**src/rtl/uart_cmd_decoder_if.sv**
```systemverilog
// Bundle of the UART-facing and button-facing signals of uart_cmd_decoder.
// The decoder connects through the slave modport; whatever drives the UART
// side (the receiver/transmitter glue or a bench) uses the master modport.
interface uart_cmd_decoder_if;
    logic       rx_done;
    logic [7:0] rx_data;
    logic       tx_ready;
    logic       btn_up;
    logic       btn_left;
    logic       btn_right;
    logic       btn_start;
    logic [7:0] bad_cnt;
    logic       tx_start;
    logic [7:0] tx_data;

    modport slave (
        input  rx_done,
        input  rx_data,
        input  tx_ready,
        output btn_up,
        output btn_left,
        output btn_right,
        output btn_start,
        output bad_cnt,
        output tx_start,
        output tx_data
    );

    modport master (
        output rx_done,
        output rx_data,
        output tx_ready,
        input  btn_up,
        input  btn_left,
        input  btn_right,
        input  btn_start,
        input  bad_cnt,
        input  tx_start,
        input  tx_data
    );
endinterface

```
**src/rtl/uart_cmd_decoder.sv**
```systemverilog
// UART command decoder: turns received keystroke bytes into held button
// requests (up/left/right), a one-cycle start pulse and a saturating count
// of unrecognised bytes.
// Optional feature macro: UART_CMD_ECHO_EN -- when defined, every recognised
// byte is echoed back to the UART transmitter through a one-entry pending
// buffer; when undefined, tx_start/tx_data are tied low and no echo logic
// exists.
module uart_cmd_decoder #(
    parameter int unsigned HOLD_CYCLES = 10_000_000,
    parameter int unsigned CNT_W       = 24
) (
    input  logic                  clk,
    input  logic                  reset,
    uart_cmd_decoder_if.slave     bus
);

    localparam logic [CNT_W-1:0] HOLD_VAL = CNT_W'(HOLD_CYCLES);
    localparam logic [CNT_W-1:0] ONE_VAL  = CNT_W'(1);

    typedef enum logic [2:0] {
        CMD_NONE,
        CMD_UP,
        CMD_LEFT,
        CMD_RIGHT,
        CMD_START,
        CMD_RELEASE,
        CMD_BAD
    } cmd_e;

    cmd_e cmd;

    logic [CNT_W-1:0] up_cnt_q,    up_cnt_d;
    logic [CNT_W-1:0] left_cnt_q,  left_cnt_d;
    logic [CNT_W-1:0] right_cnt_q, right_cnt_d;
    logic             btn_up_q,    btn_up_d;
    logic             btn_left_q,  btn_left_d;
    logic             btn_right_q, btn_right_d;
    logic             btn_start_q, btn_start_d;
    logic [7:0]       bad_cnt_q,   bad_cnt_d;

    // Classify the incoming byte; nothing is decoded unless rx_done strobes.
    always_comb begin
        cmd = CMD_NONE;
        if (bus.rx_done) begin
            case (bus.rx_data)
                8'h57, 8'h77: cmd = CMD_UP;
                8'h41, 8'h61: cmd = CMD_LEFT;
                8'h44, 8'h64: cmd = CMD_RIGHT;
                8'h53, 8'h73: cmd = CMD_START;
                8'h20:        cmd = CMD_RELEASE;
                default:      cmd = CMD_BAD;
            endcase
        end
    end

    // Hold counters, button levels, start pulse and bad-byte counter.
    // The button flops take (next counter != 0) so they track the counters
    // exactly while still being registered outputs.
    always_comb begin
        up_cnt_d    = (up_cnt_q    != '0) ? up_cnt_q    - ONE_VAL : up_cnt_q;
        left_cnt_d  = (left_cnt_q  != '0) ? left_cnt_q  - ONE_VAL : left_cnt_q;
        right_cnt_d = (right_cnt_q != '0) ? right_cnt_q - ONE_VAL : right_cnt_q;
        btn_start_d = 1'b0;
        bad_cnt_d   = bad_cnt_q;

        // A load overrides the decrement, so a byte arriving as a counter
        // expires reloads it without a low gap.
        case (cmd)
            CMD_UP: begin
                up_cnt_d = HOLD_VAL;
            end
            CMD_LEFT: begin
                left_cnt_d  = HOLD_VAL;
                right_cnt_d = '0;
            end
            CMD_RIGHT: begin
                right_cnt_d = HOLD_VAL;
                left_cnt_d  = '0;
            end
            CMD_START: begin
                btn_start_d = 1'b1;
            end
            CMD_RELEASE: begin
                up_cnt_d    = '0;
                left_cnt_d  = '0;
                right_cnt_d = '0;
            end
            CMD_BAD: begin
                if (bad_cnt_q != 8'hFF) begin
                    bad_cnt_d = bad_cnt_q + 8'd1;
                end
            end
            default: ;
        endcase

        btn_up_d    = (up_cnt_d    != '0);
        btn_left_d  = (left_cnt_d  != '0);
        btn_right_d = (right_cnt_d != '0);
    end

    // Decoder state registers.
    always_ff @(posedge clk or posedge reset) begin
        if (reset) begin
            up_cnt_q    <= '0;
            left_cnt_q  <= '0;
            right_cnt_q <= '0;
            btn_up_q    <= 1'b0;
            btn_left_q  <= 1'b0;
            btn_right_q <= 1'b0;
            btn_start_q <= 1'b0;
            bad_cnt_q   <= '0;
        end else begin
            up_cnt_q    <= up_cnt_d;
            left_cnt_q  <= left_cnt_d;
            right_cnt_q <= right_cnt_d;
            btn_up_q    <= btn_up_d;
            btn_left_q  <= btn_left_d;
            btn_right_q <= btn_right_d;
            btn_start_q <= btn_start_d;
            bad_cnt_q   <= bad_cnt_d;
        end
    end

    assign bus.btn_up    = btn_up_q;
    assign bus.btn_left  = btn_left_q;
    assign bus.btn_right = btn_right_q;
    assign bus.btn_start = btn_start_q;
    assign bus.bad_cnt   = bad_cnt_q;

`ifdef UART_CMD_ECHO_EN
    typedef enum logic {
        E_IDLE,
        E_PEND
    } echo_state_e;

    echo_state_e echo_state_q, echo_state_d;
    logic [7:0]  pend_q,       pend_d;
    logic        tx_start_q,   tx_start_d;
    logic [7:0]  tx_data_q,    tx_data_d;
    logic        accepted;

    assign accepted = (cmd != CMD_NONE) && (cmd != CMD_BAD);

    // Echo FSM: send at once when the transmitter is free, otherwise park
    // the newest byte. A pulse in the previous cycle counts as "busy" so
    // tx_start can never be high two cycles running.
    always_comb begin
        echo_state_d = echo_state_q;
        pend_d       = pend_q;
        tx_start_d   = 1'b0;
        tx_data_d    = tx_data_q;

        case (echo_state_q)
            E_IDLE: begin
                if (accepted) begin
                    if (bus.tx_ready && !tx_start_q) begin
                        tx_start_d = 1'b1;
                        tx_data_d  = bus.rx_data;
                    end else begin
                        pend_d       = bus.rx_data;
                        echo_state_d = E_PEND;
                    end
                end
            end
            E_PEND: begin
                // A byte arriving in the send cycle replaces the parked one.
                if (bus.tx_ready) begin
                    tx_start_d   = 1'b1;
                    tx_data_d    = accepted ? bus.rx_data : pend_q;
                    echo_state_d = E_IDLE;
                end else if (accepted) begin
                    pend_d = bus.rx_data;
                end
            end
            default: echo_state_d = E_IDLE;
        endcase
    end

    // Echo state registers.
    always_ff @(posedge clk or posedge reset) begin
        if (reset) begin
            echo_state_q <= E_IDLE;
            pend_q       <= '0;
            tx_start_q   <= 1'b0;
            tx_data_q    <= '0;
        end else begin
            echo_state_q <= echo_state_d;
            pend_q       <= pend_d;
            tx_start_q   <= tx_start_d;
            tx_data_q    <= tx_data_d;
        end
    end

    assign bus.tx_start = tx_start_q;
    assign bus.tx_data  = tx_data_q;
`else
    assign bus.tx_start = 1'b0;
    assign bus.tx_data  = '0;
`endif

endmodule

```
**src/flat_wrapper.sv**
```systemverilog
// flat-port wrapper written by rule: the top's interface ports become plain ports
module uart_cmd_decoder_flat 
#(
    parameter int unsigned HOLD_CYCLES = 10_000_000,
    parameter int unsigned CNT_W       = 24
)
  (clk, reset, bus_rx_done, bus_rx_data, bus_tx_ready, bus_btn_up, bus_btn_left, bus_btn_right, bus_btn_start, bus_bad_cnt, bus_tx_start, bus_tx_data);
  uart_cmd_decoder_if bus_i ();
  input  logic clk;
  input  logic reset;
  input wire logic [$bits(bus_i.rx_done)-1:0] bus_rx_done;
  input wire logic [$bits(bus_i.rx_data)-1:0] bus_rx_data;
  input wire logic [$bits(bus_i.tx_ready)-1:0] bus_tx_ready;
  output wire logic [$bits(bus_i.btn_up)-1:0] bus_btn_up;
  output wire logic [$bits(bus_i.btn_left)-1:0] bus_btn_left;
  output wire logic [$bits(bus_i.btn_right)-1:0] bus_btn_right;
  output wire logic [$bits(bus_i.btn_start)-1:0] bus_btn_start;
  output wire logic [$bits(bus_i.bad_cnt)-1:0] bus_bad_cnt;
  output wire logic [$bits(bus_i.tx_start)-1:0] bus_tx_start;
  output wire logic [$bits(bus_i.tx_data)-1:0] bus_tx_data;
  assign bus_i.rx_done = bus_rx_done;
  assign bus_i.rx_data = bus_rx_data;
  assign bus_i.tx_ready = bus_tx_ready;
  assign bus_btn_up = bus_i.btn_up;
  assign bus_btn_left = bus_i.btn_left;
  assign bus_btn_right = bus_i.btn_right;
  assign bus_btn_start = bus_i.btn_start;
  assign bus_bad_cnt = bus_i.bad_cnt;
  assign bus_tx_start = bus_i.tx_start;
  assign bus_tx_data = bus_i.tx_data;
  uart_cmd_decoder #(.HOLD_CYCLES(HOLD_CYCLES), .CNT_W(CNT_W)) u_core (.clk(clk), .reset(reset), .bus(bus_i));
endmodule
```
**config.mk**
```make
export PLATFORM = sky130hd
export DESIGN_NAME = uart_cmd_decoder_flat
export DESIGN_NICKNAME = d
export VERILOG_FILES = /design/src/rtl/uart_cmd_decoder_if.sv /design/src/rtl/uart_cmd_decoder.sv /design/src/flat_wrapper.sv
export SDC_FILE = /design/constraint.sdc
export NUM_CORES = 1
export LEC_CHECK = 0
export BUFFER_PORTS_ARGS = -buffer_cell sky130_fd_sc_hd__buf_2
export CAP_MARGIN = 20
export CORE_ASPECT_RATIO = 2
export CORE_MARGIN = 5
export CORE_UTILIZATION = 45
export CTS_CLUSTER_SIZE = 25
export DETAILED_ROUTE_END_ITERATION = 10
export GPL_TIMING_DRIVEN = 0
export PLACE_DENSITY_LB_ADDON = 0.08
export SYNTH_ARGS = -nofsm -noshare
export SYNTH_HDL_FRONTEND = slang
export SYNTH_SLANG_ARGS = --single-unit
```
**constraint.sdc**
```tcl
create_clock -name clk -period 2.4 [get_ports clk]
set_input_delay 0.12 -clock clk [delete_from_list [all_inputs] [get_ports clk]]
set_output_delay 0.12 -clock clk [all_outputs]
set_load 0.01 [all_outputs]
```
==> results of run 1 <==
## per-layer routing
metal | track usage | vias up | wire, um
met5 | 0 | - | 0
met4 | 0.128 | 0 | 611
met3 | 0.0399 | 41 | 325
met2 | 0.407 | 83 | 7860
met1 | 0.201 | 2171 | 4770
li1 | - | 2093 | -
## final timing paths
check / start / end
max reg2reg: u_core.up_cnt_q[1] / u_core.bus.btn_up
max: u_core.up_cnt_q[1] / u_core.bus.btn_up
min reg2reg: u_core.bus.bad_cnt[6] / u_core.bus.bad_cnt[6]
min: bus_rx_data[2] / u_core.up_cnt_q[20]
max in group asynchronous: reset / u_core.right_cnt_q[1]
min in group asynchronous: reset / u_core.bus.btn_start
## synth_stat cells (2+ instances only)
cell	instances
sky130_fd_sc_hd__a21o_1	3
sky130_fd_sc_hd__or3_1	11
sky130_fd_sc_hd__a41oi_1	3
sky130_fd_sc_hd__a211oi_1	11
sky130_fd_sc_hd__nand3b_1	2
sky130_fd_sc_hd__inv_1	11
sky130_fd_sc_hd__nor4_1	23
sky130_fd_sc_hd__o41ai_1	2
sky130_fd_sc_hd__buf_6	2
sky130_fd_sc_hd__nor4b_1	2
sky130_fd_sc_hd__or2_2	2
sky130_fd_sc_hd__nor3_1	28
sky130_fd_sc_hd__a31oi_1	3
sky130_fd_sc_hd__nor3b_2	2
sky130_fd_sc_hd__and4_1	4
sky130_fd_sc_hd__clkbuf_1	14
sky130_fd_sc_hd__mux2i_1	8
sky130_fd_sc_hd__and3_1	10
sky130_fd_sc_hd__nand2_1	38
sky130_fd_sc_hd__or3b_2	3
sky130_fd_sc_hd__nand4b_1	3
sky130_fd_sc_hd__nor2_1	70
sky130_fd_sc_hd__or4_1	4
sky130_fd_sc_hd__o2111ai_1	3
sky130_fd_sc_hd__o21ai_1	3
sky130_fd_sc_hd__nand2b_1	3
sky130_fd_sc_hd__a21boi_0	2
sky130_fd_sc_hd__buf_4	9
sky130_fd_sc_hd__nand4_1	16
sky130_fd_sc_hd__xnor2_1	35
sky130_fd_sc_hd__nor2b_1	8
sky130_fd_sc_hd__buf_2	5
sky130_fd_sc_hd__nand3_1	13
sky130_fd_sc_hd__xor2_1	26
sky130_fd_sc_hd__o21ai_0	21
sky130_fd_sc_hd__dfrtp_1	84
sky130_fd_sc_hd__a21oi_1	24
sky130_fd_sc_hd__ha_1	7
## through the flow
step / setup WS (ns) / cell area [um2] / util
floorplan: 0.0375 / 4990 / -
global placement: -0.943 / 5270 / 0.484
detailed placement: -0.682 / 5300 / 0.488
CTS: -0.0394 / 6140 / 0.565
global route: -0.154 / 6340 / 0.583
finish: -0.0586 / 6340 / 0.583
## registers in the layout, summed over array words and instances (netlist names)
name                  count
u_core.bus.bad_cnt        8
u_core.bus.btn_left       1
u_core.bus.btn_right      1
u_core.bus.btn_start      1
u_core.bus.btn_up         1
u_core.left_cnt_q        24
u_core.right_cnt_q       24
u_core.up_cnt_q          24
## final cells by class
| class | instances | area (um2) |
|---|---|---|
| Fill cell | 986 | 4530 |
| Inverter | 11 | 46.3 |
| Tap cell | 140 | 175 |
| Multi-Input combinational cell | 425 | 3090 |
| Clock buffer | 11 | 243 |
| Timing Repair Buffer | 66 | 463 |
| Sequential cell | 84 | 2110 |
| Buffer | 21 | 144 |
| Clock inverter | 4 | 73.8 |
## logic make-up after synthesis
kind of cell               Yosys count  synth area share
and+or+nand+nor                    251             0.267
AOI/OAI and AO/OA                   88             0.122
DFF                                 84             0.425
xor gates and xnor gates            61             0.108
buffers and inverters               41            0.0422
muxes                                9            0.0185
adders and majority gates            7            0.0177
other                                1          0.000758
## cells in the final DEF (no fill, tap or decap), types with 4 or more instances in the layout
master                      count
sky130_fd_sc_hd__nor4_1        12
sky130_fd_sc_hd__o21ai_0       20
sky130_fd_sc_hd__nand3_1       11
sky130_fd_sc_hd__buf_4         52
sky130_fd_sc_hd__clkbuf_1       6
sky130_fd_sc_hd__a21oi_1       23
sky130_fd_sc_hd__and3_1         9
sky130_fd_sc_hd__or3_1         11
sky130_fd_sc_hd__xor2_1        26
sky130_fd_sc_hd__nor2_1        68
sky130_fd_sc_hd__nor3_2         6
sky130_fd_sc_hd__nor3_1        20
sky130_fd_sc_hd__dfrtp_2        5
sky130_fd_sc_hd__mux2i_1        8
sky130_fd_sc_hd__dfrtp_1       79
sky130_fd_sc_hd__nand4_1       16
sky130_fd_sc_hd__nand2_1       34
sky130_fd_sc_hd__nor2b_1        6
sky130_fd_sc_hd__xnor2_1       34
sky130_fd_sc_hd__inv_1          6
sky130_fd_sc_hd__nor4_4         6
sky130_fd_sc_hd__buf_2         23
sky130_fd_sc_hd__ha_4           4
sky130_fd_sc_hd__a211oi_1       9
sky130_fd_sc_hd__clkbuf_16      9
sky130_fd_sc_hd__conb_1         9
sky130_fd_sc_hd__nor4_2         6
## timing repair
action,CTS,global route
cloned,0,0
hold buffers,1,0
buffers inserted,27,15
endpoints found under the hold margin,16,0
resized for setup,71,22
endpoints found under the setup margin,26,7
pin swaps,18,16
## where the power goes
group	internal (W)	switching [W]	leakage, nW
sequential	0.00187	0.000742	0.944
clock	0.000934	0.000559	0.156
combinational	0.000986	0.00101	1.33
## critical path, stage by stage (launching register included)
cell and delay, ns:
sky130_fd_sc_hd__dfrtp_1 0.38, sky130_fd_sc_hd__inv_2 0.08, sky130_fd_sc_hd__ha_4 0.17, sky130_fd_sc_hd__or4b_2 0.63, sky130_fd_sc_hd__a21o_1 0.18, sky130_fd_sc_hd__a221o_1 0.38
sky130_fd_sc_hd__nor4_4 0.34, sky130_fd_sc_hd__nand4_1 0.14
==> impl_summary.txt, run 1 <==
----------------------------------------------------
[CTS]
  TritonCTS Buffers ... 9
  Clock latency on the worst-skew pair ... 0.34 ns
  CTS tree ... built
  Clock slew at the register clock pins of the worst setup and hold paths ... 0.06 ns
  Clock Sinks ... 84
  Clock root buffer ... sky130_fd_sc_hd__clkbuf_16
  CTS max path bufs ... 2
  H-tree depth ... 3

[STA]
  Relative slew slack ... 0.335
  Setup TNS after final layout ... -0.0763 ns
  Actual slew at the worst max-slew pin ... 0.991 ns
  Share of the clock period used by the worst path ... 1.02
  Number of setup violations in the final report ... 2
  Final Hold Viols ... 0
  Pins over their slew limit ... 0
  Worst hold margin ... approximately 0.073 ns
  Crit path time final ... 2.46 ns
  Unrepaired setup endpoints after global routing ... true
  Worst clock skew ... 0.00611 ns
  Post-layout worst setup margin ... -0.0586 ns
  Peak Freq ... 0.407 GHz

[Finish]
  Number of standard cells in the final layout excluding fillers ... 762
  Area growth from synthesis to layout ... 28.2%
  Fraction of layout instances using a drive strength above 1 ... 0.273
  # diodes ... 0
  Layout net count ... 637

[Setup path]
  Critical path endpoint category ... register
  Largest fanout of any net on the critical path ... 5
  Critical path data required time ... about 2.6 ns
  Cells on worst reg2reg path ... 7
  Startpoint type of the worst setup path ... register
  Data arrival time of the worst path ... 2.66 ns
  Minimum setup slack among reg-to-reg paths ... -0.06 ns
  Critical path type ... register to register

[Global route]
  First-pass GRT wire length ... between 20000 and 25000 um
  Antenna violations before repair ... 0
  Total GRT Usage ... 0.211
  Grt ovf ... 0
  Via count of the first global-routing pass ... 4567
  Maximum number of pins on one net before global-route repair ... 69

[Worst hold path]
  Number of cells on the worst hold path ... 3
  Worst hold path type ... input pin to register

[Floorplan]
  CORE AREA ... 0.0109 mm2
  Area of the die ... about 0.013 mm2
  Die height ... approximately 160 um
  Die X ... 84.2 um
  I/O pin cnt ... 33
  Rows ... 54
  Starting density of the core ... 0.455

[Run status]
  Outcome ... finished, violations left
  Failing checks ... setup timing

[Drt]
  Remaining number of nets flagged by the antenna check after routing ... 0
  Number of remaining DRC errors ... 0
  Routed vias/inst ... 5.76
  DR vias ... 4388
  Wire length reported by the detailed router ... between 10000 and 15000 um
  DR iter-0 viols ... 159
  Detail-routed net length per standard cell ... 17.8 um
  1st-pass router iterations ... 4

[Place]
  HPWL after detailed placement ... 9690 um
  Quantity of I/O buffers inserted on ports ... 21
  RePlAce Congestion ... 0.877
  Placed insts ... a little over 700

[Synthesis]
  Count of mapped cells out of synthesis ... between 500 and 600
  Synthesis-stage register bit count ... 84
  Post-synth EDFFs ... 0
  Count of distinct cell types in the synthesized netlist ... 62
  Fraction of post-synthesis cell area in the top cell type by area ... 0.425
  Fraction of the yosys area taken by sequential cells ... 0.425
  Yosys top cell by area ... sky130_fd_sc_hd__dfrtp_1
  Share of synthesized flip-flops with an asynchronous set or reset ... 1.00
  Cell area after technology mapping ... a little under 0.005 mm2
  Most used flip-flop cell after synthesis ... sky130_fd_sc_hd__dfrtp_1
  Leading cell types by total area after synthesis ... sky130_fd_sc_hd__dfrtp_1, sky130_fd_sc_hd__xnor2_1, sky130_fd_sc_hd__nor2_1
  Number of synthesis warnings ... 0
  Post-Syn Area per Cell ... 9.13 um2

[Power]
  Total power ... 0.00610 W
  Leakage dissipation ... 2.43 nW
  Worst voltage drop across the vdd grid ... 573 uV
  Pwr dens ... 962 mW/mm2

[Run]
  Max-cap violations ... 0

----------------------------------------------------
No activity file was read; power rests on OpenSTA's default activity.
==> run 2, diff against run 1 <==
ABC_CLOCK_PERIOD_IN_PS = 2400   (was default)
CORE_MARGIN = 2   (was 5)
CORE_UTILIZATION = 55   (was 45)
==> run 2 against run 1 <==
  * The run still ends with setup timing left
  * First-iteration DRC count up 84%
  * Combinational power down 4%
  * Highest routed layer unchanged
  * Cell area down 2.1%
  * Maximum frequency up 0.69%
  * Via count up 0.14%
  * Worst hold slack worse by 0.0066 ns
  * Utilization up 12 points
==> impl_summary.txt, run 2 (same netlist as run 1, synthesis figures left out) <==
----------------------------------------------------
[Run status]
  Outcome ... finished, violations left
  Failing checks ... setup timing

[STA]
  Relative slew slack ... 0.354
  Setup TNS after final layout ... -0.0732 ns
  Post-layout worst setup margin ... -0.0418 ns
  Worst hold margin ... 0.0660 ns
  Actual slew at the worst max-slew pin ... 0.962 ns
  Number of setup violations in the final report ... 2
  Crit path time final ... between 2 and 2.5 ns
  Share of the clock period used by the worst path ... 1.02
  Unrepaired setup endpoints after global routing ... true
  Pins over their slew limit ... 0
  Peak Freq ... 0.410 GHz
  Worst clock skew ... 0.0108 ns
  Final Hold Viols ... 0

[Global route]
  First-pass GRT wire length ... 21400 um
  Total GRT Usage ... 0.274
  Antenna violations before repair ... 0
  Via count of the first global-routing pass ... ~4.5k
  Maximum number of pins on one net before global-route repair ... 70
  Grt ovf ... 0

[Place]
  Worst-case setup slack after placement ... -0.519 ns
  HPWL after detailed placement ... between 8000 and 9000 um
  RePlAce Congestion ... 0.918
  Quantity of I/O buffers inserted on ports ... 21
  Placed standard-cell area ... 0.00525 mm2

[CTS]
  TritonCTS Buffers ... 9
  CTS tree ... built
  Clock root buffer ... sky130_fd_sc_hd__clkbuf_16
  Clock slew at the register clock pins of the worst setup and hold paths ... 0.07 ns
  Clock Sinks ... 84
  CTS max path bufs ... 2
  Clock latency on the worst-skew pair ... 0.34 ns
  H-tree depth ... 3

[Drt]
  1st-pass router iterations ... 5
  DR vias ... 4394
  Remaining number of nets flagged by the antenna check after routing ... 0
  Detail-routed net length per standard cell ... between 15 and 20 um
  Wire length reported by the detailed router ... 13500 um
  DR iter-0 viols ... 292
  Number of remaining DRC errors ... 0
  Routed vias/inst ... 6.14

[Finish]
  Commonest cells after routing, fill and taps aside ... sky130_fd_sc_hd__dfrtp_1, sky130_fd_sc_hd__nor2_1, sky130_fd_sc_hd__buf_4
  Layout net count ... 628
  Area growth from synthesis to layout ... 25.4%
  Fraction of layout instances using a drive strength above 1 ... 0.257
  Registers with the highest flip-flop counts ... u_core.left_cnt_q (24), u_core.right_cnt_q (24), u_core.up_cnt_q (24)
  Number of filler cells placed in the layout ... 690
  Footprint of the multi-input gates ... 0.00305 mm2
  Summed area of non-filler cells in the final layout ... 0.00621 mm2
  Leading cell type in the layout, fill and taps excluded ... sky130_fd_sc_hd__dfrtp_1
  # diodes ... 0
  Share of the core filled with cells in the final layout ... 0.698
  Register cell area after layout ... 0.00211 mm2

[Setup path]
  Critical path data required time ... 2.59 ns
  Critical path type ... register to register
  Largest fanout of any net on the critical path ... 4
  Data arrival time of the worst path ... 2.63 ns
  Minimum setup slack among reg-to-reg paths ... -0.04 ns
  Startpoint type of the worst setup path ... register
  Critical path endpoint category ... register

[Run]
  Max-cap violations ... 0

[Floorplan]
  Starting density of the core ... 0.557
  I/O pin cnt ... 33
  CORE AREA ... 0.00889 mm2
  Die height ... ~140 um
  Die X ... 71.1 um
  Area of the die ... 0.00982 mm2
  Rows ... 49

[Power]
  Pwr dens ... 977 mW/mm2
  Worst voltage drop across the vdd grid ... slightly above 1000 uV
  Leakage dissipation ... 2.41 nW

[Worst hold path]
  Worst hold path type ... input pin to register

----------------------------------------------------
==> run 2: per-stage QoR <==
stage	power [W]	std cells
floorplan	0.00355	550
global placement	0.00397	673
detailed placement	0.00405	674
CTS	0.00582	701
global route	0.00643	716
finish	0.00606	716
==> run 2: path summary, 6_finish.rpt <==
kind / start / end / cells past startpoint
worst max-delay path: u_core.left_cnt_q[1] / u_core.bus.btn_left / 8
worst min-delay path: bus_rx_data[2] / u_core.up_cnt_q[20] / 3
worst max register to register: u_core.left_cnt_q[1] / u_core.bus.btn_left / 8
worst min register to register: u_core.bus.bad_cnt[6] / u_core.bus.bad_cnt[6] / 1
max in group asynchronous: reset / u_core.up_cnt_q[3] / 4
min in group asynchronous: reset / u_core.bus.btn_up / 3
==> run 2: area by class of cell <==
cell class | count | share of cell area
multi-input combinational | 425 | 0.491
clock inverter | 6 | 0.0139
inverter | 11 | 0.00705
sequential | 84 | 0.340
tap | 102 | 0.0206
buffer | 23 | 0.0250
clock buffer | 10 | 0.0385
timing repair buffer | 55 | 0.0641
==> run 2: metal layers <==
| metal | GRT usage | share of wire |
|---|---|---|
| met5 | 0 | 0 |
| met2 | 0.508 | 0.57 |
| met3 | 0.0437 | 0.022 |
| met4 | 0.152 | 0.049 |
| met1 | 0.281 | 0.36 |
==> run 2: timing repair <==
item / CTS / global route
gates resized for setup: 48 / 37
pin swaps: 10 / 20
hold buffers: 1 / 0
endpoints found under the setup margin: 17 / 11
hold endpoints to repair: 15 / 0
gates cloned: 0 / 1
buffers inserted: 17 / 13
==> run 2: where the power goes <==
part           total [W]  switching, W  internal, W  leakage [nW]
Clock            0.00153      0.000591     0.000941         0.159
Combinational    0.00192      0.000990     0.000935          1.30
Sequential       0.00261      0.000731      0.00188         0.942
Total            0.00606       0.00231      0.00375          2.41
==> run 2: worst max-delay path, stage by stage (launching register included) <==
cell and delay [ns]:
sky130_fd_sc_hd__dfrtp_1 0.39, sky130_fd_sc_hd__inv_2 0.09, sky130_fd_sc_hd__ha_4 0.15, sky130_fd_sc_hd__or3b_4 0.42, sky130_fd_sc_hd__buf_4 0.16, sky130_fd_sc_hd__nor4_1 0.28
sky130_fd_sc_hd__mux2i_1 0.34, sky130_fd_sc_hd__and4_1 0.31, sky130_fd_sc_hd__a41oi_2 0.14
==> run 3, diff against run 2 <==
ABC_AREA = 1   (was default)
CORE_UTILIZATION = 56   (was 55)
==> run 3 against run 2 <==
  * The flow now finishes without violations
  * Via count is 15% higher
  * Sequential power is 6% lower
  * Power is 8.4% higher
  * Clock power is 7% lower
  * Global-route usage is 1.7 points higher
  * Worst hold slack better by 0.063 ns
  * Combinational power is 41% higher
  * Synthesized area is 10% higher
  * Largest cell class unchanged
==> impl_summary.txt, run 3 <==
----------------------------------------------------
[Worst hold path]
  Startpoint of the tightest hold check path ... bus_rx_done
  Worst hold path type ... input pin to register
  Number of cells on the worst hold path ... 3
  WHS Endpoint ... u_core.bus.btn_start

[CTS]
  Clock slew at the register clock pins of the worst setup and hold paths ... around 0.06 ns
  Clock latency on the worst-skew pair ... 0.34 ns
  H-tree depth ... 3
  Clock Sinks ... 84
  CTS max path bufs ... 2
  CTS tree ... built
  TritonCTS Buffers ... 9
  Clock root buffer ... sky130_fd_sc_hd__clkbuf_16

[Finish]
  Leading cell type in the layout, fill and taps excluded ... sky130_fd_sc_hd__nor2_1
  Share of the core filled with cells in the final layout ... 0.639
  Registers with the highest flip-flop counts ... u_core.left_cnt_q (24), u_core.right_cnt_q (24), u_core.up_cnt_q (24)
  Layout net count ... 854
  Fraction of layout instances using a drive strength above 1 ... 0.131
  Area growth from synthesis to layout ... 13.0%
  Commonest cells after routing, fill and taps aside ... sky130_fd_sc_hd__nor2_1, sky130_fd_sc_hd__nand2_1, sky130_fd_sc_hd__dfrtp_1
  # diodes ... 0

[Setup path]
  CP Buf/Inv Count ... 4
  Critical path endpoint category ... register
  Worst reg2reg endpoint ... u_core.bus.btn_left
  Chain of cells forming the critical path ... inv_2 -> ha_1 -> inv_1 -> nor2_1 -> nand3_1 -> nor2_4 -> inv_1 -> clkbuf_4 -> o21ai_1 -> a21oi_1 -> nor2_2 -> nand2_1 -> nor2_1 -> nand2_1
  Data arrival time of the worst path ... 2.43 ns
  Minimum setup slack among reg-to-reg paths ... 0.20 ns
  Largest fanout of any net on the critical path ... 10
  Critical path data required time ... 2.63 ns
  Crit path max-delay family ... simple AND/OR/NAND/NOR gates
  Worst stage delay on the critical path ... between 0.3 and 0.4 ns
  Startpoint type of the worst setup path ... register
  Critical path type ... register to register
  Cell with the biggest individual delay on the critical path ... sky130_fd_sc_hd__dfrtp_1
  Cells on worst reg2reg path ... 14
  Worst reg2reg startpoint ... u_core.left_cnt_q[0]

[Drt]
  DR iter-0 viols ... 330
  Remaining number of nets flagged by the antenna check after routing ... 0
  Detail-routed net length per standard cell ... 14.8 um
  Number of remaining DRC errors ... 0
  1st-pass router iterations ... 4
  Routed vias/inst ... 5.22
  DR vias ... between 5k and 6k
  Wire length reported by the detailed router ... 14400 um

[Synthesis]
  Post-synth EDFFs ... 0
  Share of synthesized flip-flops with an asynchronous set or reset ... 1.00
  Number of synthesis warnings ... 0
  Fraction of the yosys area taken by sequential cells ... 0.386
  Leading cell types by total area after synthesis ... sky130_fd_sc_hd__dfrtp_1, sky130_fd_sc_hd__nor2_1, sky130_fd_sc_hd__nand2_1
  Synthesis-stage register bit count ... 84
  Cell area after technology mapping ... 0.00545 mm2
  Count of mapped cells out of synthesis ... 791
  Most common library cells after synthesis ... sky130_fd_sc_hd__nor2_1, sky130_fd_sc_hd__nand2_1, sky130_fd_sc_hd__dfrtp_1
  Fraction of post-synthesis cell area in the top cell type by area ... 0.386
  Yosys top cell by area ... sky130_fd_sc_hd__dfrtp_1
  Post-Syn Area per Cell ... 6.89 um2
  Leading cell type by number of instances after synthesis ... sky130_fd_sc_hd__nor2_1
  Most used flip-flop cell after synthesis ... sky130_fd_sc_hd__dfrtp_1
  Count of distinct cell types in the synthesized netlist ... 34

[STA]
  Unrepaired setup endpoints after global routing ... true
  Crit path time final ... 2.20 ns
  Post-layout worst setup margin ... 0.205 ns
  Pins over their slew limit ... 0
  Peak Freq ... ~0.46 GHz
  Number of setup violations in the final report ... 0
  Relative slew slack ... 0.650
  Final Hold Viols ... 0
  Share of the clock period used by the worst path ... 0.915
  Actual slew at the worst max-slew pin ... 0.525 ns
  Worst clock skew ... 0.00532 ns

[Power]
  Worst voltage drop across the vdd grid ... between 600 and 700 uV
  Leakage dissipation ... 3.14 nW
  Pwr dens ... about 1100 mW/mm2
  Total power ... approximately 0.0066 W

[Global route]
  Via count of the first global-routing pass ... 5087
  Total GRT Usage ... 0.291
  Antenna violations before repair ... 0
  Maximum number of pins on one net before global-route repair ... 62
  First-pass GRT wire length ... 23300 um
  Grt ovf ... 0

[Run]
  Max-cap violations ... 0

[Run status]
  Outcome ... finished, final reports clean

[Floorplan]
  I/O pin cnt ... 33
  CORE AREA ... 0.00964 mm2
  Area of the die ... 0.0106 mm2
  Rows ... 51
  Die height ... 144 um
  Die X ... 73.8 um
  Starting density of the core ... 0.566

[Place]
  HPWL after detailed placement ... 11200 um
  Worst-case setup slack after placement ... -0.130 ns
  RePlAce Congestion ... 0.975
  Quantity of I/O buffers inserted on ports ... 22

----------------------------------------------------
[run 3: cell count changes after synthesis, moves of 10 or more]
cell / change
sky130_fd_sc_hd__nand4_1: -10
sky130_fd_sc_hd__a211oi_1: -11
sky130_fd_sc_hd__nor2_1: +136
sky130_fd_sc_hd__nor4_1: -21
sky130_fd_sc_hd__nand2_1: +148
sky130_fd_sc_hd__nor3_1: -20
sky130_fd_sc_hd__inv_1: +62
sky130_fd_sc_hd__and3_1: -10
sky130_fd_sc_hd__or3_1: -11
sky130_fd_sc_hd__nand3_1: +47
[run 3: timing repair]
action | in CTS | in global routing
gates resized for setup | 5 | 25
hold endpoints to repair | 23 | 0
hold buffers | 1 | 0
endpoints found under the setup margin | 3 | 3
pin swaps | 0 | 3
buffers inserted | 0 | 1
[run 3: area by class of cell]
class                           instances  area (um2)
Clock buffer                           10         239
Sequential cell                        84        2100
Buffer                                 22         154
Inverter                               83         319
Clock inverter                          5        61.3
Fill cell                             928        3470
Multi-Input combinational cell        610        2970
Timing Repair Buffer                   25         155
Tap cell                              132         165
[run 3: cells by family after synthesis]
group           after synthesis  share of synthesized area
simple gates                494                      0.379
buf+inv                     105                     0.0840
flops                        84                      0.386
xor+xnor                     58                     0.0932
compound gates               42                     0.0415
fa+ha+maj                     7                     0.0161
other cells                   1                   0.000688
[run 3: how the worst max path moves through the flow]
stage                                startpoint                     end  slack [ns]  cells past startpoint
final                      u_core.left_cnt_q[0]     u_core.bus.btn_left        0.20                     14
after global routing       u_core.left_cnt_q[0]     u_core.bus.btn_left      -0.005                     14
after CTS                 u_core.right_cnt_q[0]    u_core.bus.btn_right       0.008                     12
after detailed placement   u_core.left_cnt_q[0]     u_core.bus.btn_left       -0.13                     14
after global placement                    reset  u_core.right_cnt_q[20]       -0.81                      2
after floorplan                           reset   u_core.bus.bad_cnt[0]        0.11                      1
[run 3: metrics by stage]
stage / hold slack [ns] / area (um2) / TNS, ns / instances
3_5_place_dp: 0.121 / 5790 / -0.200 / 954
5_1_grt: 0.160 / 6160 / -0.00525 / 971
3_3_place_gp: 0.480 / 5760 / -68.07 / 953
4_1_cts: 0.126 / 6110 / 0 / 970
2_1_floorplan: 0.287 / 5480 / 0 / 799
6_report: 0.129 / 6160 / 0 / 971
[run 3: worst reg2reg max path: stages (launching register included)]
cell and delay [ns]:
sky130_fd_sc_hd__dfrtp_1 0.39, sky130_fd_sc_hd__inv_2 0.12, sky130_fd_sc_hd__ha_1 0.16, sky130_fd_sc_hd__inv_1 0.04, sky130_fd_sc_hd__nor2_1 0.11, sky130_fd_sc_hd__nand3_1 0.13, sky130_fd_sc_hd__nor2_4 0.17, sky130_fd_sc_hd__inv_1 0.10
sky130_fd_sc_hd__clkbuf_4 0.20, sky130_fd_sc_hd__o21ai_1 0.12, sky130_fd_sc_hd__a21oi_1 0.12, sky130_fd_sc_hd__nor2_2 0.16, sky130_fd_sc_hd__nand2_1 0.07, sky130_fd_sc_hd__nor2_1 0.11, sky130_fd_sc_hd__nand2_1 0.07
[run 3: metal layers]
layer / vias to the layer above / track usage / part of all wire
li1: 2529 / - / -
met1: 2348 / 0.295 / 0.36
met2: 132 / 0.539 / 0.55
met3: 63 / 0.0337 / 0.029
met4: 0 / 0.183 / 0.063
met5: - / 0 / 0
[run 3: power breakdown]
| group | switching (W) | total, W | internal (W) | leakage (nW) |
|---|---|---|---|---|
| Combinational | 0.00166 | 0.00270 | 0.00104 | 1.98 |
| Clock | 0.000592 | 0.00142 | 0.000833 | 0.137 |
| Sequential | 0.000529 | 0.00245 | 0.00192 | 1.02 |
| Total | 0.00278 | 0.00657 | 0.00379 | 3.14 |
